`src/rtl/vector_writeback_unit_pkg.sv`:
```
// ---------------------------------------------------------------------------
// vector_writeback_unit_pkg
// Shared encodings for the vector writeback path:
//   VEC_ALU_*  : function-unit status codes seen on alu_status
//   *_BYTE     : VSEW element-width codes
//   wb_state_t : writeback FSM states (WB_IDLE/WB_MERGE/WB_WRITE/WB_DONE)
//   sewShift() : log2 of the element width in bits for a VSEW code
// ---------------------------------------------------------------------------
package vector_writeback_unit_pkg;

    localparam logic [1:0] VEC_ALU_IDLE     = 2'b00;
    localparam logic [1:0] VEC_ALU_BUSY     = 2'b01;
    localparam logic [1:0] VEC_ALU_FINISHED = 2'b10;

    localparam logic [2:0] ONE_BYTE   = 3'b000;
    localparam logic [2:0] TWO_BYTE   = 3'b001;
    localparam logic [2:0] FOUR_BYTE  = 3'b010;
    localparam logic [2:0] EIGHT_BYTE = 3'b011;

    typedef enum logic [1:0] {
        WB_IDLE  = 2'd0,
        WB_MERGE = 2'd1,
        WB_WRITE = 2'd2,
        WB_DONE  = 2'd3
    } wb_state_t;

    // Element width in bits is 1 << sewShift(vsew); unknown codes fall back to bytes
    function automatic int sewShift(input logic [2:0] vsew);
        case (vsew)
            ONE_BYTE:   sewShift = 3;
            TWO_BYTE:   sewShift = 4;
            FOUR_BYTE:  sewShift = 5;
            EIGHT_BYTE: sewShift = 6;
            default:    sewShift = 3;
        endcase
    endfunction

endpackage

```
`src/rtl/vector_writeback_unit_if.sv`:
```
// ---------------------------------------------------------------------------
// vector_writeback_unit_if
// Bundles everything between the vector function unit / control side and the
// writeback unit, plus the register-file write port the unit drives.
//   master : upstream side (control, function unit, register file)
//   slave  : the writeback unit itself
// Signals: rdy_in, alu_status, alu_is_mask, alu_result, wb_enable, vd_index,
//   VSEW, vm, mask, length, old_vd, vreg_wr_ready (to unit);
//   vreg_wr_en, vreg_wr_index, vreg_wr_beat, vreg_wr_data, wb_busy, wb_done,
//   wb_overrun (from unit).
// ---------------------------------------------------------------------------
interface vector_writeback_unit_if #(
    parameter int DATA_LEN        = 32,
    parameter int VECTOR_SIZE     = 8,
    parameter int VREG_INDEX_SIZE = 5,
    parameter int BEAT_NUM        = 2
);
    localparam int VLEN   = VECTOR_SIZE * DATA_LEN;
    localparam int BW     = VLEN / BEAT_NUM;
    localparam int BEAT_W = (BEAT_NUM > 1) ? $clog2(BEAT_NUM) : 1;

    logic                       rdy_in;
    logic [1:0]                 alu_status;
    logic                       alu_is_mask;
    logic [VLEN-1:0]            alu_result;
    logic                       wb_enable;
    logic [VREG_INDEX_SIZE-1:0] vd_index;
    logic [2:0]                 VSEW;
    logic                       vm;
    logic [VLEN-1:0]            mask;
    logic [DATA_LEN-1:0]        length;
    logic [VLEN-1:0]            old_vd;
    logic                       vreg_wr_ready;

    logic                       vreg_wr_en;
    logic [VREG_INDEX_SIZE-1:0] vreg_wr_index;
    logic [BEAT_W-1:0]          vreg_wr_beat;
    logic [BW-1:0]              vreg_wr_data;
    logic                       wb_busy;
    logic                       wb_done;
    logic                       wb_overrun;

    modport master (
        output rdy_in, alu_status, alu_is_mask, alu_result, wb_enable, vd_index,
               VSEW, vm, mask, length, old_vd, vreg_wr_ready,
        input  vreg_wr_en, vreg_wr_index, vreg_wr_beat, vreg_wr_data,
               wb_busy, wb_done, wb_overrun
    );

    modport slave (
        input  rdy_in, alu_status, alu_is_mask, alu_result, wb_enable, vd_index,
               VSEW, vm, mask, length, old_vd, vreg_wr_ready,
        output vreg_wr_en, vreg_wr_index, vreg_wr_beat, vreg_wr_data,
               wb_busy, wb_done, wb_overrun
    );

endinterface

```
`src/rtl/vector_writeback_unit_mask_merge.sv`:
```
// ---------------------------------------------------------------------------
// vector_mask_merge
// Purely combinational merge of a new vector result into the old destination.
//   i_old    : current destination register contents
//   i_new    : packed function-unit result
//   i_mask   : v0 contents, bit i governs element i
//   i_vm     : 1 = unmasked operation
//   i_effLen : vl already clamped to VLMAX
//   i_vsew   : destination element width code
//   i_isMask : result is one bit per element
//   o_merged : merged vector
// ---------------------------------------------------------------------------
module vector_mask_merge
    import vector_writeback_unit_pkg::*;
#(
    parameter int VLEN     = 256,
    parameter int DATA_LEN = 32
) (
    input  logic [VLEN-1:0]     i_old,
    input  logic [VLEN-1:0]     i_new,
    input  logic [VLEN-1:0]     i_mask,
    input  logic                i_vm,
    input  logic [DATA_LEN-1:0] i_effLen,
    input  logic [2:0]          i_vsew,
    input  logic                i_isMask,
    output logic [VLEN-1:0]     o_merged
);
    localparam int IDX_W = $clog2(VLEN);

    int               w_shift;
    logic [IDX_W-1:0] w_elemIdx;
    logic             w_active;

    // Walk every bit of the register and work out which element it belongs to.
    // For a mask result each bit is its own element; otherwise the element
    // index is the bit position divided by the element width. Inactive bits
    // (masked-off or past the effective length) keep the old value.
    always_comb begin
        o_merged  = i_old;
        w_shift   = sewShift(i_vsew);
        w_elemIdx = '0;
        w_active  = 1'b0;
        for (int j = 0; j < VLEN; j++) begin
            w_elemIdx   = IDX_W'(i_isMask ? j : (j >> w_shift));
            w_active    = (DATA_LEN'(w_elemIdx) < i_effLen) && (i_vm || i_mask[w_elemIdx]);
            o_merged[j] = w_active ? i_new[j] : i_old[j];
        end
    end

endmodule

```
`src/rtl/vector_writeback_unit.sv`:
```
// ---------------------------------------------------------------------------
// vector_writeback_unit
// Captures a finished vector result, merges it with the old destination under
// mask / length / element-width rules and writes it to the register file as
// BEAT_NUM half-register beats over a ready handshake.
//   clk, rst : clock and synchronous active-high reset
//   bus      : vector_writeback_unit_if.slave (function-unit inputs, write
//              port outputs, busy/done/overrun status)
// ---------------------------------------------------------------------------
module vector_writeback_unit
    import vector_writeback_unit_pkg::*;
#(
    parameter int DATA_LEN        = 32,
    parameter int VECTOR_SIZE     = 8,
    parameter int VREG_INDEX_SIZE = 5,
    parameter int BEAT_NUM        = 2
) (
    input logic                    clk,
    input logic                    rst,
    vector_writeback_unit_if.slave bus
);
    localparam int VLEN   = VECTOR_SIZE * DATA_LEN;
    localparam int BW     = VLEN / BEAT_NUM;
    localparam int BEAT_W = (BEAT_NUM > 1) ? $clog2(BEAT_NUM) : 1;
    localparam logic [BEAT_W-1:0] LAST_BEAT = BEAT_W'(BEAT_NUM - 1);

    wb_state_t                  r_state;
    logic [VLEN-1:0]            r_result;
    logic [VLEN-1:0]            r_mask;
    logic [VLEN-1:0]            r_oldVd;
    logic [VLEN-1:0]            r_merged;
    logic                       r_isMask;
    logic                       r_vm;
    logic [VREG_INDEX_SIZE-1:0] r_vdIndex;
    logic [2:0]                 r_vsew;
    logic [DATA_LEN-1:0]        r_length;
    logic                       r_wrEn;
    logic [VREG_INDEX_SIZE-1:0] r_wrIndex;
    logic [BEAT_W-1:0]          r_beat;
    logic [BW-1:0]              r_wrData;
    logic                       r_done;
    logic                       r_overrun;

    logic                       w_finished;
    logic [DATA_LEN-1:0]        w_vlmax;
    logic [DATA_LEN-1:0]        w_effLen;
    logic [VLEN-1:0]            w_merged;
    logic [BEAT_W-1:0]          w_nextBeat;
    logic [BW-1:0]              w_beats [BEAT_NUM];

    assign w_finished = (bus.alu_status == VEC_ALU_FINISHED);

    // vl may exceed what the register can hold at this element width, so
    // clamp it to VLMAX before it reaches the merge.
    assign w_vlmax    = DATA_LEN'(VLEN >> sewShift(r_vsew));
    assign w_effLen   = (r_length > w_vlmax) ? w_vlmax : r_length;
    assign w_nextBeat = r_beat + BEAT_W'(1);

    vector_mask_merge #(
        .VLEN     (VLEN),
        .DATA_LEN (DATA_LEN)
    ) u_merge (
        .i_old    (r_oldVd),
        .i_new    (r_result),
        .i_mask   (r_mask),
        .i_vm     (r_vm),
        .i_effLen (w_effLen),
        .i_vsew   (r_vsew),
        .i_isMask (r_isMask),
        .o_merged (w_merged)
    );

    // Slice the registered merged vector into beats so the next beat can be
    // picked by index when the current one is accepted.
    for (genvar b = 0; b < BEAT_NUM; b++) begin : g_beat
        assign w_beats[b] = r_merged[b*BW +: BW];
    end

    assign bus.wb_busy       = (r_state != WB_IDLE);
    assign bus.vreg_wr_en    = r_wrEn;
    assign bus.vreg_wr_index = r_wrIndex;
    assign bus.vreg_wr_beat  = r_beat;
    assign bus.vreg_wr_data  = r_wrData;
    assign bus.wb_done       = r_done;
    assign bus.wb_overrun    = r_overrun;

    // Writeback FSM. Everything is frozen while rdy_in is low. A FINISHED
    // that shows up outside IDLE is dropped and only leaves the sticky
    // overrun flag behind. Beat 0 is loaded straight from the merge output
    // on the MERGE edge so it appears the cycle right after MERGE; later
    // beats come from the registered copy and only advance on ready.
    always_ff @(posedge clk) begin
        if (rst) begin
            r_state   <= WB_IDLE;
            r_wrEn    <= 1'b0;
            r_wrIndex <= '0;
            r_beat    <= '0;
            r_wrData  <= '0;
            r_done    <= 1'b0;
            r_overrun <= 1'b0;
        end else if (bus.rdy_in) begin
            r_done <= 1'b0;
            if (w_finished && (r_state != WB_IDLE)) begin
                r_overrun <= 1'b1;
            end
            case (r_state)
                WB_IDLE: begin
                    if (w_finished) begin
                        if (bus.wb_enable && (bus.length != '0)) begin
                            r_result  <= bus.alu_result;
                            r_isMask  <= bus.alu_is_mask;
                            r_vdIndex <= bus.vd_index;
                            r_vsew    <= bus.VSEW;
                            r_vm      <= bus.vm;
                            r_mask    <= bus.mask;
                            r_oldVd   <= bus.old_vd;
                            r_length  <= bus.length;
                            r_state   <= WB_MERGE;
                        end else begin
                            r_done  <= 1'b1;
                            r_state <= WB_DONE;
                        end
                    end
                end
                WB_MERGE: begin
                    r_merged  <= w_merged;
                    r_wrEn    <= 1'b1;
                    r_wrIndex <= r_vdIndex;
                    r_beat    <= '0;
                    r_wrData  <= w_merged[BW-1:0];
                    r_state   <= WB_WRITE;
                end
                WB_WRITE: begin
                    if (bus.vreg_wr_ready) begin
                        if (r_beat == LAST_BEAT) begin
                            r_wrEn  <= 1'b0;
                            r_beat  <= '0;
                            r_done  <= 1'b1;
                            r_state <= WB_DONE;
                        end else begin
                            r_beat   <= w_nextBeat;
                            r_wrData <= w_beats[w_nextBeat];
                        end
                    end
                end
                WB_DONE: begin
                    r_state <= WB_IDLE;
                end
                default: begin
                    r_state <= WB_IDLE;
                end
            endcase
        end
    end

endmodule

```
`src/flat_wrapper.sv`:
```
// flat-port wrapper written by rule: the top's interface ports become plain ports
module vector_writeback_unit_flat import vector_writeback_unit_pkg::*;
#(
    parameter int DATA_LEN        = 32,
    parameter int VECTOR_SIZE     = 8,
    parameter int VREG_INDEX_SIZE = 5,
    parameter int BEAT_NUM        = 2
)
  (clk, rst, bus_rdy_in, bus_alu_status, bus_alu_is_mask, bus_alu_result, bus_wb_enable, bus_vd_index, bus_VSEW, bus_vm, bus_mask, bus_length, bus_old_vd, bus_vreg_wr_ready, bus_vreg_wr_en, bus_vreg_wr_index, bus_vreg_wr_beat, bus_vreg_wr_data, bus_wb_busy, bus_wb_done, bus_wb_overrun);
  vector_writeback_unit_if #(.DATA_LEN(DATA_LEN), .VECTOR_SIZE(VECTOR_SIZE), .VREG_INDEX_SIZE(VREG_INDEX_SIZE), .BEAT_NUM(BEAT_NUM)) bus_i ();
  input logic clk;
  input logic rst;
  input wire logic [$bits(bus_i.rdy_in)-1:0] bus_rdy_in;
  input wire logic [$bits(bus_i.alu_status)-1:0] bus_alu_status;
  input wire logic [$bits(bus_i.alu_is_mask)-1:0] bus_alu_is_mask;
  input wire logic [$bits(bus_i.alu_result)-1:0] bus_alu_result;
  input wire logic [$bits(bus_i.wb_enable)-1:0] bus_wb_enable;
  input wire logic [$bits(bus_i.vd_index)-1:0] bus_vd_index;
  input wire logic [$bits(bus_i.VSEW)-1:0] bus_VSEW;
  input wire logic [$bits(bus_i.vm)-1:0] bus_vm;
  input wire logic [$bits(bus_i.mask)-1:0] bus_mask;
  input wire logic [$bits(bus_i.length)-1:0] bus_length;
  input wire logic [$bits(bus_i.old_vd)-1:0] bus_old_vd;
  input wire logic [$bits(bus_i.vreg_wr_ready)-1:0] bus_vreg_wr_ready;
  output wire logic [$bits(bus_i.vreg_wr_en)-1:0] bus_vreg_wr_en;
  output wire logic [$bits(bus_i.vreg_wr_index)-1:0] bus_vreg_wr_index;
  output wire logic [$bits(bus_i.vreg_wr_beat)-1:0] bus_vreg_wr_beat;
  output wire logic [$bits(bus_i.vreg_wr_data)-1:0] bus_vreg_wr_data;
  output wire logic [$bits(bus_i.wb_busy)-1:0] bus_wb_busy;
  output wire logic [$bits(bus_i.wb_done)-1:0] bus_wb_done;
  output wire logic [$bits(bus_i.wb_overrun)-1:0] bus_wb_overrun;
  assign bus_i.rdy_in = bus_rdy_in;
  assign bus_i.alu_status = bus_alu_status;
  assign bus_i.alu_is_mask = bus_alu_is_mask;
  assign bus_i.alu_result = bus_alu_result;
  assign bus_i.wb_enable = bus_wb_enable;
  assign bus_i.vd_index = bus_vd_index;
  assign bus_i.VSEW = bus_VSEW;
  assign bus_i.vm = bus_vm;
  assign bus_i.mask = bus_mask;
  assign bus_i.length = bus_length;
  assign bus_i.old_vd = bus_old_vd;
  assign bus_i.vreg_wr_ready = bus_vreg_wr_ready;
  assign bus_vreg_wr_en = bus_i.vreg_wr_en;
  assign bus_vreg_wr_index = bus_i.vreg_wr_index;
  assign bus_vreg_wr_beat = bus_i.vreg_wr_beat;
  assign bus_vreg_wr_data = bus_i.vreg_wr_data;
  assign bus_wb_busy = bus_i.wb_busy;
  assign bus_wb_done = bus_i.wb_done;
  assign bus_wb_overrun = bus_i.wb_overrun;
  vector_writeback_unit #(.DATA_LEN(DATA_LEN), .VECTOR_SIZE(VECTOR_SIZE), .VREG_INDEX_SIZE(VREG_INDEX_SIZE), .BEAT_NUM(BEAT_NUM)) u_core (.clk(clk), .rst(rst), .bus(bus_i));
endmodule
```
`config.mk`:
```
export PLATFORM = sky130hd
export DESIGN_NAME = vector_writeback_unit_flat
export DESIGN_NICKNAME = d
export VERILOG_FILES = /design/src/rtl/vector_writeback_unit_pkg.sv /design/src/rtl/vector_writeback_unit_if.sv /design/src/rtl/vector_writeback_unit_mask_merge.sv /design/src/rtl/vector_writeback_unit.sv /design/src/flat_wrapper.sv
export SDC_FILE = /design/constraint.sdc
export NUM_CORES = 2
export LEC_CHECK = 0
export BUFFER_PORTS_ARGS = -buffer_cell sky130_fd_sc_hd__buf_2
export CAP_MARGIN = 20
export CORE_AREA = 2 2 367 369
export CTS_BUF_LIST = sky130_fd_sc_hd__clkbuf_4 sky130_fd_sc_hd__clkbuf_8
export CTS_CLUSTER_SIZE = 28
export DETAILED_ROUTE_END_ITERATION = 6
export DIE_AREA = 0 0 369 371
export PLACE_DENSITY = 0.66
export SYNTH_ARGS = -nofsm -noshare
export SYNTH_HDL_FRONTEND = slang
export SYNTH_SLANG_ARGS = --single-unit
export TNS_END_PERCENT = 30
```
`constraint.sdc`:
```
create_clock -name clk -period 43.8 [get_ports clk]
set_input_delay 2.19 -clock clk [delete_from_list [all_inputs] [get_ports clk]]
set_output_delay 2.19 -clock clk [all_outputs]
set_load 0.01 [all_outputs]
```
**Word level (Yosys, flattened, before mapping)**

Index checks and enable logic that the tools add are counted.

- Bits in registers: 1205
- Bits in read-only memories: 0
- Latch bits: 0
- Memories kept: 0
- Bits of input ports: 817
- Output and inout bits: 138
- Memory bits (writable): 0

- $lt $le $gt $ge: 514
- Divide/modulo/power cells: 0
- Reductions and logical operators: 526
- Muxes and demuxes: 1048
- Equality and inequality tests: 11
- Add/sub/neg operators: 1
- Multipliers: 0
- Shift-type cells: 257
- Bitwise logic cells: 2

Operators by type and width:

| kind | count |
|---|---|
| less-than comparator 8 x 32 -> 1 bit | 256 |
| less-than comparator 8 x 9 -> 1 bit (second input constant) | 256 |
| binary-select mux 1 bit (select 8 bit) | 256 |
| 2-to-1 mux 8 bit | 256 |
| right shift 8 x 3 -> 8 bit (first input constant) | 128 |
| 2-to-1 mux 128 bit | 5 |
| 2-to-1 mux 1 bit | 520 |
| right shift 7 x 3 -> 8 bit (first input constant) | 64 |
| logical AND 1 bit | 258 |
| logical OR 1 bit | 256 |
| one-hot mux 128 bit (2 select lines) | 1 |
| right shift 6 x 3 -> 8 bit (first input constant) | 32 |
| right shift 5 x 3 -> 8 bit (first input constant) | 16 |
| right shift 4 x 3 -> 8 bit (first input constant) | 8 |
| greater-than comparator 32 bit | 1 |
| 2-to-1 mux 32 bit | 1 |
| nonzero test 32 bit | 1 |
| right shift 3 x 3 -> 8 bit (first input constant) | 4 |
| right shift 9 x 3 -> 32 bit (first input constant) | 1 |
| right shift 1 x 3 -> 8 bit (first input constant) | 2 |
| right shift 2 x 3 -> 8 bit (first input constant) | 2 |
| AND reduction 4 bit | 3 |
| one-hot mux 3 bit (3 select lines) | 1 |
| 2-to-1 mux 2 bit | 4 |
| other kinds (17) | 27 |

**Depth between registers and ports, before layout**

- Depth after elaboration: 10
- Depth in mapped cells: 25

**Modules after synthesis**

Synthesis repeated with hierarchy kept, for this count alone.

- Cell total of the unflattened synthesis: 6881
- Area total of the unflattened synthesis: 68002.7 um^2

By module, submodules not included:

| module | area an instance (um^2) | times used | cells each |
|---|---|---|---|
| vector_writeback_unit | 34789.6 | 1 | 1645 |
| vector_mask_merge | 33213.1 | 1 | 5236 |

**Worst setup path after synthesis**

No wires, ideal clock.

- Path type: input -> register
- Start point: input rst
- End point: register u_core.r_isMask (enable)
- Data arrival time: 36.374 ns
- Data required time: 41.792 ns
- Stages on the path: 5
- Buffers on the path: 2
- Path slack: 5.418 ns
- Cell sequence: inv_1 > clkbuf_1 > clkbuf_1 > nand4_1 > nor2_1

- Cells in the longest elaborated chain, start to end: 2

Ends and longest elaborated chain:

| what | line | text |
|---|---|---|
| start, declared | flat_wrapper.sv:12 | `input logic rst;` |
| NOT 1 bit (no source line) | - |  |
| AND reduction 5 bit (no source line) | - |  |
| end signal, assigned | vector_writeback_unit.sv:111 | `r_isMask <= bus.alu_is_mask;` |
| end, declared | vector_writeback_unit.sv:32 | `logic r_isMask;` |

Every way passes these cells.
A chain may end at the register's enable or synchronous reset.

**Final worst setup path**

- Start point: register u_core.r_vsew[0]
- End point: register u_core.r_merged[228] (data pin)

- Cells in the longest elaborated chain, start to end: 9
- Elaborated cells on any way between the ends: 15
- Classes of those cells: order compare (2); eq/ne (3); shift (2); mux (6); reduce/logical (2)

Ends and longest elaborated chain:

| what | line | text |
|---|---|---|
| start, declared | vector_writeback_unit.sv:35 | `logic [2:0] r_vsew;` |
| start signal, assigned | vector_writeback_unit.sv:113 | `r_vsew <= bus.VSEW;` |
| equality test 3 x 2 -> 1 bit or equality test 3 x 1 -> 1 bit (tied branches) | vector_writeback_unit_pkg.sv:29 | `case (vsew)` |
| one-hot mux 3 bit (3 select lines) (*) | vector_writeback_unit_pkg.sv:29 |  |
| parallel branches: the longest is 5 deep, another holds greater-than comparator 32 bit | - |  |
| logical AND 1 bit (*) | vector_writeback_unit_mask_merge.sv:45 | `w_active = (DATA_LEN'(w_elemIdx) < i_effLen) && (i_vm \|\| i_mask[w_elemIdx]);` |
| 2-to-1 mux 1 bit (*) | vector_writeback_unit_mask_merge.sv:46 | `o_merged[j] = w_active ? i_new[j] : i_old[j];` |
| via u_core.u_merge.o_merged[228] | vector_writeback_unit_mask_merge.sv:26 | `output logic [VLEN-1:0] o_merged` |
| end signal, assigned | vector_writeback_unit.sv:126 | `r_merged <= w_merged;` |
| end, declared | vector_writeback_unit.sv:31 | `logic [VLEN-1:0] r_merged;` |

Mark *: on every way through the listed nets, which the timed path passes. The select of a mux whose other input is x is not followed.

==> impl_metrics.csv <==
group,metric,value,unit
outcome,status,"complete, but fails checks",
outcome,violations,"DRC",
floorplanning,core,133000,µm²
floorplanning,initial_core_util,37.5,%
grt,grt_util_met2,51.9,%
routing,ant_nets,0,
floorplanning,chipWidth,369,µm
logic_synthesis,syn_area_per_cell,12.3,µm²
timing,drv_slew,0,
clock_network,ctsHoldBuffers,0,
logic_synthesis,yosys-top-cells-area,"edfxtp_1, dfxtp_1, mux2_2, a21oi_1, ha_1",
place,dp_slack,35.63,ns
clock_network,htree_levels,4,
hold_path,hold_start,"u_core.bus.vreg_wr_index[0]$_SDFFE_PP0P_",
timing,period_share,18.6,%
hold_path,whs_endpoint,"u_core.bus.vreg_wr_index[0]$_SDFFE_PP0P_",
worst_setup_path,path_class,"reg2reg",
pwr,p_leak,22.7,nW
logic_synthesis,yosysSeqAreaShare,62.2,%
timing,rsz0062_at_grt,"false",
hold_path,whs_path_depth,2,
grt,top_usage_layer,"met2",
place,place.gp.congestion,0.981,
final_layout,ff_latch_area,31000,µm²
grt,grt_max_degree,157,
logic_synthesis,ys_seq_elements,1077,
grt,antenna_found_initial,91,
logic_synthesis,netlist_top_cells_count,"edfxtp_1, a21oi_1, nand2_1, nor2_1, o21ai_0",
grt,grt.total_usage,32.1,%
clock_network,cts.sinks,1077,
final_layout,multi_input_area,17800,µm²
worst_setup_path,cp.required,44.48,ns
floorplanning,ios,955,
logic_synthesis,async_reset_ff_share,0,%
final_layout,drive_gt1_share,31.4,%
worst_setup_path,cp_max_fo,55,
worst_setup_path,worst_r2r_endpoint,"u_core.r_merged[228]$_DFFE_PP_",
routing,vias,41900,
final_layout,area_delta_synth_final,22.2,%
logic_synthesis,yosysUniqueCellTypes,95,
timing,fin_ws,35.67,ns
routing,wl_per_cell,32.5,µm
timing,min_period,8.13,ns
clock_network,clk_pin_slew,0.07,ns
worst_setup_path,crit_path_end_kind,"flip-flop",
floorplanning,rows,134,
place,hpwl,170000,µm
timing,fmax,0.123,GHz
routing,vias_per_cell,5.97,
grt,overflow,0,
logic_synthesis,yosys_warnings,0,
routing,wl,228000,µm
logic_synthesis,postSynthCellCount,4039,
place,placed_area,56700,µm²
worst_setup_path,arrival,8.81,ns
routing,drt_iter0_drc,5375,
logic_synthesis,yosys.area.top_type,"edfxtp_1",
timing,timing_hold_violations_final,0,
grt,gr-usage-met3,7.00,%
pwr,p_per_area,39.2,nW/µm²
pwr,ir_drop,0.0000372,V
worst_setup_path,r2r.worst_path.cells,16,
clock_network,cts_buffers,183,
logic_synthesis,synth_area,49800,µm²
timing,finalClockSkew,0.0746,ns
hold_path,hold_path_class,"reg2reg",
logic_synthesis,ys.flop_type,"edfxtp_1",
clock_network,cts-root-buf,"clkbuf_8",
worst_setup_path,r2r_slack,35.67,ns
worst_setup_path,cp-start-kind,"flip-flop",
floorplanning,die_h,371,µm
final_layout,fin_area,60800,µm²
clock_network,clockBufferDepth,3,
timing,slew_headroom,12.5,%
worst_setup_path,timing.rr.start,"u_core.r_vsew[0]$_DFFE_PP_",
clock_network,clock_latency,1.00,ns
final_layout,fillers,12300,
timing,setup_viol,0,
timing,tns,0,ns
floorplanning,dieArea,137000,µm²
routing,drcViolationCount,2,
final_layout,nNetsFinal,5981,
clock_network,cts_tree,"built",
grt,grt_use_met1,40.7,%
grt,grt_pass1_wl,306000,µm
job,drv_cap,0,
logic_synthesis,synth-edff-count,938,
clock_network,cts-resized-gates,0,
logic_synthesis,synth.most_common_cell,"edfxtp_1",
clock_network,cts_setup_buffers,0,
timing,tightest_slew,1.31,ns
place,portBuffers,954,
routing,firstDrtPassIters,7,
logic_synthesis,synth_top_area_share,56.6,%
grt,grt_pass1_vias,40400,
worst max-delay path, stage by stage (launching register included):
cell	delay, ns
edfxtp_1	0.33
buf_4	0.53
nor3b_2	1.08
inv_1	0.18
ha_1	0.36
and4_1	0.20
a31oi_1	0.30
o31a_1	0.61
or3_1	0.55
nand2_1	0.54
ha_1	0.56
a21oi_1	0.43
o21ai_1	0.47
a31oi_1	0.73
o21ai_0	0.18
a21oi_1	0.40
mux2_2	0.38
state kept, by name, indices dropped and copies added (netlist names), 2 cells and up:
| signal | flops |
|---|---|
| u_core.r_oldVd | 256 |
| u_core.r_vdIndex | 5 |
| u_core.bus.vreg_wr_data | 128 |
| u_core.r_state | 2 |
| u_core.r_length | 32 |
| u_core.r_result | 256 |
| u_core.bus.vreg_wr_index | 5 |
| u_core.r_mask | 256 |
| u_core.r_merged | 128 |
| u_core.r_vsew | 3 |
cell type report:
type | instances | share of cell area [%]
well taps | 1768 | 3.64
diodes | 54 | 0.222
repair buffers | 1033 | 8.95
clock buffers | 277 | 5.50
multi-input cells | 2673 | 29.3
flip-flops and latches | 1077 | 50.9
clock inverters | 65 | 0.996
inverters | 79 | 0.492
cell usage in the layout (no fill, tap or decap), types with 21 or more instances in the layout:
cell type / count
nor3b_1: 54
a21oi_1: 346
mux2i_1: 40
a211oi_1: 117
a22oi_1: 22
clkbuf_4: 75
a311oi_1: 39
o21a_1: 27
diode_2: 54
a21o_1: 67
a31oi_1: 50
nand4_1: 41
nand2_1: 335
edfxtp_1: 938
o211ai_1: 67
nor2b_1: 21
nand2b_1: 26
nand3_1: 103
nor3_1: 48
inv_1: 71
mux2_2: 195
a221oi_1: 53
o21ai_0: 225
clkinv_1: 22
buf_4: 71
nor2_1: 264
o22ai_1: 23
clkbuf_8: 202
ha_1: 116
dfxtp_1: 138
buf_2: 955
o221ai_1: 55
report_power, final:
part | internal, mW | switching [mW] | leakage (nW)
logic | 0.0897 | 0.157 | 11.0
registers | 1.15 | 0.0182 | 9.60
clock network | 0.517 | 0.452 | 2.08
total | 1.76 | 0.627 | 22.7
layer usage:
metal  vias to the layer above  part of all wire, %
li1                      17900                    -
met3                       611                  8.9
met1                     20700                   39
met2                      2705                   47
met4                        32                  4.9
met5                         -                0.089
per-stage QoR:
stage | hold slack, ns | util, % | power, mW | instances
after floorplan | 0.448 | - | 1.31 | 4057
after CTS | 0.463 | 45.7 | 2.39 | 6971
after global placement | 0.440 | 42.7 | 1.43 | 6622
after detailed placement | 0.455 | 42.7 | 1.43 | 6629
after global routing | 0.483 | 45.8 | 2.46 | 7017
final | 0.462 | 45.8 | 2.38 | 7026
worst max-delay path by stage:
stage	from	end
floorplan	rst	u_core.r_isMask$_DFFE_PP_
global placement	u_core.r_vsew[0]$_DFFE_PP_	u_core.r_merged[226]$_DFFE_PP_
detailed placement	rst	u_core.r_oldVd[184]$_DFFE_PP_
CTS	u_core.r_vsew[0]$_DFFE_PP_	u_core.r_merged[228]$_DFFE_PP_
global route	u_core.r_vsew[0]$_DFFE_PP_	u_core.r_merged[228]$_DFFE_PP_
finish	u_core.r_vsew[0]$_DFFE_PP_	u_core.r_merged[228]$_DFFE_PP_
kinds of logic after synthesis:
kind of cell	synth area share, %
buffers and inverters	2.43
flip-flops	62.2
XOR/XNOR	0.0352
AO/OA/AOI/OAI	16.7
AND/OR/NAND/NOR	10.1
other	0.0151
multiplexers	5.54
adder cells (fa/ha/maj)	3.00
Note: power is estimated with default switching activity, not from simulation.
